### config.mk
export PLATFORM = sky130hd
export DESIGN_NAME = riscv_timer_control_flat
export DESIGN_NICKNAME = d
export VERILOG_FILES = /design/src/rtl/riscv_timer_pkg.sv /design/src/rtl/riscv_timer_control_if.sv /design/src/rtl/riscv_timer_prescaler.sv /design/src/rtl/riscv_timer_control.sv /design/src/flat_wrapper.sv
export SDC_FILE = /design/constraint.sdc
export NUM_CORES = 1
export LEC_CHECK = 0
export ABC_AREA = 1
export BUFFER_PORTS_ARGS = -buffer_cell sky130_fd_sc_hd__buf_4
export CORE_MARGIN = 4
export CORE_UTILIZATION = 35
export DETAILED_ROUTE_END_ITERATION = 8
export SLEW_MARGIN = 20
export SYNTH_ARGS = -nofsm -noshare
export SYNTH_HDL_FRONTEND = slang
export SYNTH_SLANG_ARGS = --single-unit
### constraint.sdc
create_clock -name clk -period 2.1 [get_ports clk]
set_clock_uncertainty 0.15 [all_clocks]
set_input_delay 0.42 -clock clk [delete_from_list [all_inputs] [get_ports clk]]
set_output_delay 0.42 -clock clk [all_outputs]
set_load 0.1 [all_outputs]
### src/rtl/riscv_timer_pkg.sv
// Shared definitions for the machine-timer front end: register map, ctrl bit
// positions and the control bundle that feeds the CSR block's timer inputs.
package riscv_timer_pkg;

    localparam logic [4:0] TIMER_ADDR_MTIME_LO = 5'h00;
    localparam logic [4:0] TIMER_ADDR_MTIME_HI = 5'h04;
    localparam logic [4:0] TIMER_ADDR_CMP_LO   = 5'h08;
    localparam logic [4:0] TIMER_ADDR_CMP_HI   = 5'h0C;
    localparam logic [4:0] TIMER_ADDR_CTRL     = 5'h10;

    localparam int CTRL_ENABLE_BIT = 0;
    localparam int CTRL_CLEAR_BIT  = 1;
    localparam int CTRL_DIV_LSB    = 8;
    localparam int CTRL_DIV_MSB    = 15;

    typedef struct packed {
        logic        inc;
        logic        clear;
        logic        load;
        logic [63:0] value;
    } t_timer_controls;

    // Out-of-range or misaligned offsets get an error response.
    function automatic logic timer_addr_err(input logic [4:0] addr);
        return (addr > TIMER_ADDR_CTRL) || (addr[1:0] != 2'b00);
    endfunction

endpackage

### src/rtl/riscv_timer_control_if.sv
// APB slave bus of the machine-timer block.
interface riscv_timer_control_if;
    logic        apb_psel;
    logic        apb_penable;
    logic        apb_pwrite;
    logic [4:0]  apb_paddr;
    logic [31:0] apb_pwdata;
    logic [31:0] apb_prdata;
    logic        apb_pready;
    logic        apb_pslverr;

    modport master (
        output apb_psel, apb_penable, apb_pwrite, apb_paddr, apb_pwdata,
        input  apb_prdata, apb_pready, apb_pslverr
    );

    modport slave (
        input  apb_psel, apb_penable, apb_pwrite, apb_paddr, apb_pwdata,
        output apb_prdata, apb_pready, apb_pslverr
    );
endinterface

### src/rtl/riscv_timer_prescaler.sv
// Tick prescaler: registered one-cycle tick every div+1 enabled clocks;
// restart zeroes the count and drops any tick in flight.
module riscv_timer_prescaler (
    input  logic       clk,
    input  logic       reset_n,
    input  logic [7:0] i_div,
    input  logic       i_enable,
    input  logic       i_restart,
    output logic       o_tick
);
    logic [7:0] r_cnt;
    logic       r_tick;

    always_ff @(posedge clk or negedge reset_n) begin
        if (!reset_n) begin
            r_cnt  <= '0;
            r_tick <= 1'b0;
        end else if (i_restart) begin
            r_cnt  <= '0;
            r_tick <= 1'b0;
        end else if (i_enable) begin
            if (r_cnt == i_div) begin
                r_cnt  <= '0;
                r_tick <= 1'b1;
            end else begin
                r_cnt  <= r_cnt + 8'd1;
                r_tick <= 1'b0;
            end
        end else begin
            r_tick <= 1'b0;
        end
    end

    assign o_tick = r_tick;
endmodule

### src/rtl/riscv_timer_control.sv
// Machine-timer front end: APB registers, prescaler and timer interrupt.
// Optional RISCV_TIMER_SNAPSHOT_EN: mtime_lo read latches the high word for a tear-free hi read.
module riscv_timer_control
    import riscv_timer_pkg::*;
#(
    parameter logic [7:0] DIV_RESET    = 8'd0,
    parameter logic       ENABLE_RESET = 1'b1
) (
    input  logic                        clk,
    input  logic                        reset_n,
    riscv_timer_control_if.slave        apb,
    input  logic [63:0]                 csrs_time,
    output logic                        timer_inc,
    output logic                        timer_clear,
    output logic                        timer_load,
    output logic [63:0]                 timer_value,
    output logic                        timer_irq
);
    logic            w_access, w_err, w_wr, w_rd;
    logic            w_wr_ctrl, w_load_req, w_clear_req, w_tick;
    logic [63:0]     w_load_value;
    logic [31:0]     w_rdata, w_mtime_hi;
    t_timer_controls w_ctl;

    logic            r_load, r_clear, r_irq, r_enable;
    logic [63:0]     r_value, r_cmp;
    logic [7:0]      r_div;

    assign w_access  = apb.apb_psel & apb.apb_penable;
    assign w_err     = timer_addr_err(apb.apb_paddr);
    assign w_wr      = w_access & apb.apb_pwrite & ~w_err;
    assign w_rd      = w_access & ~apb.apb_pwrite & ~w_err;
    assign w_wr_ctrl = w_wr && (apb.apb_paddr == TIMER_ADDR_CTRL);

    assign w_load_req = w_wr && ((apb.apb_paddr == TIMER_ADDR_MTIME_LO) ||
                                 (apb.apb_paddr == TIMER_ADDR_MTIME_HI));
    // Load wins over clear so the CSR block never sees both at once.
    assign w_clear_req  = w_wr_ctrl & apb.apb_pwdata[CTRL_CLEAR_BIT] & ~w_load_req;
    assign w_load_value = (apb.apb_paddr == TIMER_ADDR_MTIME_LO) ?
                          {csrs_time[63:32], apb.apb_pwdata} :
                          {apb.apb_pwdata, csrs_time[31:0]};

    riscv_timer_prescaler u_prescaler (
        .clk       (clk),
        .reset_n   (reset_n),
        .i_div     (r_div),
        .i_enable  (r_enable),
        .i_restart (w_load_req | w_clear_req),
        .o_tick    (w_tick)
    );

    always_ff @(posedge clk or negedge reset_n) begin
        if (!reset_n) begin
            r_load   <= 1'b0;
            r_clear  <= 1'b0;
            r_value  <= '0;
            r_cmp    <= '1;
            r_enable <= ENABLE_RESET;
            r_div    <= DIV_RESET;
            r_irq    <= 1'b0;
        end else begin
            r_load  <= w_load_req;
            r_clear <= w_clear_req;
            if (w_load_req)
                r_value <= w_load_value;
            if (w_wr && (apb.apb_paddr == TIMER_ADDR_CMP_LO))
                r_cmp[31:0] <= apb.apb_pwdata;
            if (w_wr && (apb.apb_paddr == TIMER_ADDR_CMP_HI))
                r_cmp[63:32] <= apb.apb_pwdata;
            if (w_wr_ctrl) begin
                r_enable <= apb.apb_pwdata[CTRL_ENABLE_BIT];
                r_div    <= apb.apb_pwdata[CTRL_DIV_MSB:CTRL_DIV_LSB];
            end
            r_irq <= (csrs_time >= r_cmp);
        end
    end

`ifdef RISCV_TIMER_SNAPSHOT_EN
    logic [31:0] r_snap_hi;

    always_ff @(posedge clk or negedge reset_n) begin
        if (!reset_n)
            r_snap_hi <= '0;
        else if (w_rd && (apb.apb_paddr == TIMER_ADDR_MTIME_LO))
            r_snap_hi <= csrs_time[63:32];
    end

    assign w_mtime_hi = r_snap_hi;
`else
    assign w_mtime_hi = csrs_time[63:32];
`endif

    always_comb begin
        w_rdata = '0;
        if (!w_err) begin
            case (apb.apb_paddr)
                TIMER_ADDR_MTIME_LO: w_rdata = csrs_time[31:0];
                TIMER_ADDR_MTIME_HI: w_rdata = w_mtime_hi;
                TIMER_ADDR_CMP_LO:   w_rdata = r_cmp[31:0];
                TIMER_ADDR_CMP_HI:   w_rdata = r_cmp[63:32];
                TIMER_ADDR_CTRL: begin
                    w_rdata[CTRL_ENABLE_BIT]           = r_enable;
                    w_rdata[CTRL_DIV_MSB:CTRL_DIV_LSB] = r_div;
                end
                default:             w_rdata = '0;
            endcase
        end
    end

    assign apb.apb_prdata  = w_rdata;
    assign apb.apb_pready  = 1'b1;
    assign apb.apb_pslverr = w_access & w_err;

    // The CSR block lets inc override load/clear, so a coinciding tick is dropped.
    always_comb begin
        w_ctl       = '0;
        w_ctl.inc   = w_tick & ~r_load & ~r_clear;
        w_ctl.clear = r_clear;
        w_ctl.load  = r_load;
        w_ctl.value = r_value;
    end

    assign timer_inc   = w_ctl.inc;
    assign timer_clear = w_ctl.clear;
    assign timer_load  = w_ctl.load;
    assign timer_value = w_ctl.value;
    assign timer_irq   = r_irq;
endmodule
### src/flat_wrapper.sv
// flat-port wrapper written by rule: the top's interface ports become plain ports
module riscv_timer_control_flat import riscv_timer_pkg::*;
#(
    parameter logic [7:0] DIV_RESET    = 8'd0,
    parameter logic       ENABLE_RESET = 1'b1
)
  (clk, reset_n, csrs_time, timer_inc, timer_clear, timer_load, timer_value, timer_irq, apb_apb_psel, apb_apb_penable, apb_apb_pwrite, apb_apb_paddr, apb_apb_pwdata, apb_apb_prdata, apb_apb_pready, apb_apb_pslverr);
  riscv_timer_control_if apb_i ();
  input  logic clk;
  input  logic reset_n;
  input  logic [63:0] csrs_time;
  output logic timer_inc;
  output logic timer_clear;
  output logic timer_load;
  output logic [63:0] timer_value;
  output logic timer_irq;
  input wire logic [$bits(apb_i.apb_psel)-1:0] apb_apb_psel;
  input wire logic [$bits(apb_i.apb_penable)-1:0] apb_apb_penable;
  input wire logic [$bits(apb_i.apb_pwrite)-1:0] apb_apb_pwrite;
  input wire logic [$bits(apb_i.apb_paddr)-1:0] apb_apb_paddr;
  input wire logic [$bits(apb_i.apb_pwdata)-1:0] apb_apb_pwdata;
  output wire logic [$bits(apb_i.apb_prdata)-1:0] apb_apb_prdata;
  output wire logic [$bits(apb_i.apb_pready)-1:0] apb_apb_pready;
  output wire logic [$bits(apb_i.apb_pslverr)-1:0] apb_apb_pslverr;
  assign apb_i.apb_psel = apb_apb_psel;
  assign apb_i.apb_penable = apb_apb_penable;
  assign apb_i.apb_pwrite = apb_apb_pwrite;
  assign apb_i.apb_paddr = apb_apb_paddr;
  assign apb_i.apb_pwdata = apb_apb_pwdata;
  assign apb_apb_prdata = apb_i.apb_prdata;
  assign apb_apb_pready = apb_i.apb_pready;
  assign apb_apb_pslverr = apb_i.apb_pslverr;
  riscv_timer_control #(.DIV_RESET(DIV_RESET), .ENABLE_RESET(ENABLE_RESET)) u_core (.clk(clk), .reset_n(reset_n), .apb(apb_i), .csrs_time(csrs_time), .timer_inc(timer_inc), .timer_clear(timer_clear), .timer_load(timer_load), .timer_value(timer_value), .timer_irq(timer_irq));
endmodule
==> metrics.csv <==
metric,value,unit
status,"finished, violations left",
violations,negative setup slack,
numClockSinks,149,
htree_levels,4,
row_count,57,
wl,29040,µm
drtIter0Drc,539,
core_area,24530,µm²
hold_class,in2reg,
synth_edf_count,0,
drcViolationCount,0,
synth_nets,1293,
drt-pass1-iter-count,5,
ios,208,
synth_ff_type,dfrtp_1,
grt_start_max_net_pins,65,
maxSlewViolCount,0,
die-area,27820,µm²
cp-start-kind,input port,
power.density,804.9,nW/µm²
grt_overflow_total,0,
worstPathArrival,1.74,ns
nNetsFinal,1541,
yosysTopAreaCell,dfrtp_1,
cts_made_buffers,17,
io_buffers,206,
route.met3.wl,1570,µm
grt_pass1_vias,8797,
clock.fmax,432.5,MHz
yosysWarnings,0,
synthTopCellsByArea,"dfrtp_1 24%, dfstp_2 19%, nand2_1 14%",
drive_above_1_share,36.66,%
crit_start,apb_apb_paddr[1],
worstHoldStart,apb_apb_pwdata[2],
via_per_inst,5.068,
grt_setup_unrepaired,true,
antenna_found_initial,0,
post-route-util,53.68,%
ir_worst_vdd,508.8,µV
finalHoldViolCount,0,
final_common_cell,nand2_1,
syn_avg_cell_area,7.866,µm²
synth_cell_types,40,
async_flop_share,100.0,%
die_y,166.8,µm
clk_transition_reported_paths,0.07,ns
worst_slew_pin_slew,0.7815,ns
ys_ff_latch,149,
ys_seq_area_share,43.17,%
cap_violations,0,
period_minus_slack,2.312,ns
cp.required,1.53,ns
wl_per_cell,17.01,µm
timing.final.crit_share,110.1,%
die_w,166.8,µm
slew_headroom,47.90,%
initial_core_util,35.98,%
clock_latency,0.42,ns
setup_viol,32,
grt_usage,20.83,%
crit_path_max_fanout,15,
wl_met1,12890,µm
path_class,in2out,
r2r_start,u_core.r_cmp[47],
insertedDiodeCount,0,
place_congestion,0.8501,
synth_top_cell_area_share,23.82,%
wl_met2,14070,µm
cts.path.max_buffers,2,
vias,8651,
setup_slack,-0.2122,ns
syn_to_final_growth,49.21,%
final_cell_mix,"292 x nand2_1, 209 x buf_4, 95 x nor2_1",
crit_path_end_kind,output pin,
synthesis.area,8826,µm²
cts_tree,yes,
dp_hpwl,20440,µm
holdWs,0.08784,ns
grt_first_pass_wirelength,47080,µm
clockRootBuffer,clkbuf_16,
p_leak,0.006687,µW
synth_cells,1122,
top_layer,met4,
antenna_left,0,
## where the power goes
| group | internal [µW] | switching, µW |
|---|---|---|
| clock | 1670 | 1280 |
| combinational | 1100 | 3020 |
| sequential | 3280 | 262 |
## metrics by stage
step / power [µW] / setup WS [ns] / TNS, ns / instance area [µm²] / cells
finish: 10600 / -0.2122 / -4.377 / 13170 / 1707
global route: 11110 / -0.2630 / -6.117 / 13170 / 1707
CTS: 10700 / -0.2014 / -4.467 / 13090 / 1707
detailed placement: 7543 / -0.3263 / -11.39 / 11500 / 1655
global placement: 7508 / -0.3133 / -8.698 / 11500 / 1655
floorplan: 6454 / -0.8154 / -1.860 / 9112 / 1122
## cells in the mapped netlist (6+ instances only)
cell type and n:
clkbuf_1 7, dfstp_2 65, inv_1 92, o22ai_1 32, nor2_1 100, buf_4 8, a31oi_1 64, o21ai_0 69
a21oi_1 63, nand4_1 8, nor2_4 6, nand3_1 34, ha_1 65, nand2_1 338, dfrtp_1 84, buf_2 37
## final cells by class
| cell class | count | area (µm²) |
|---|---|---|
| inverters | 94 | 352.8 |
| repair buffers | 285 | 2997 |
| clock buffers | 21 | 450.4 |
| fillers | 2293 | 11360 |
| well taps | 324 | 405.4 |
| multi-input cells | 823 | 5052 |
| clock inverters | 11 | 101.3 |
| flip-flops and latches | 149 | 3810 |
## kinds of logic (layout without fill, tap and decap cells)
family	after synthesis	in the layout	share of synthesized area [%]
compound gates	238	238	15.04
xor+xnor	10	10	0.9923
other cells	1	1	0.04249
fa+ha+maj	65	65	9.215
mux	5	5	0.7230
simple gates	504	504	23.49
buf+inv	150	411	7.329
flops	149	149	43.17
## per-layer routing
metal  up-vias  global-route usage, %
li1       4232                      -
met1      4132                  27.36
met2       260                  34.85
met3        27                  4.551
met4         0                  5.799
met5         -                      0
## registers in the layout, summed over array words and instances (netlist names)
signal and count:
u_core.r_div 8, u_core.timer_value 64, u_core.timer_load 1, u_core.timer_irq 1
u_core.r_enable 1, u_core.u_prescaler.o_tick 1, u_core.u_prescaler.r_cnt 8, u_core.r_cmp 64
u_core.timer_clear 1
## final timing paths
check                                          to  slack (ns)  cells after the start
max in group asynchronous         u_core.r_cmp[7]        0.78                      3
max reg2reg                      u_core.timer_irq        0.13                      8
max                            apb_apb_prdata[12]       -0.21                      9
min                              u_core.r_cmp[34]        0.09                      3
min in group asynchronous  u_core.timer_value[59]        0.33                      2
min reg2reg                      u_core.r_cmp[12]        0.37                      2
## repair_timing
action	CTS	global route
setup buffers	14	2
hold buffers	1	0
setup endpoints to repair	33	34
pin swaps	4	9
cloned	5	0
gates resized for setup	178	23
endpoints found under the hold margin	20	0
## worst max-delay path: stages
cell	delay, ns
buf_6	0.10
nor2_4	0.17
buf_4	0.15
nand3_2	0.10
buf_6	0.19
o22ai_1	0.16
a21oi_1	0.05
o211ai_1	0.11
buf_6	0.26
(Power assumes the default switching activity.)
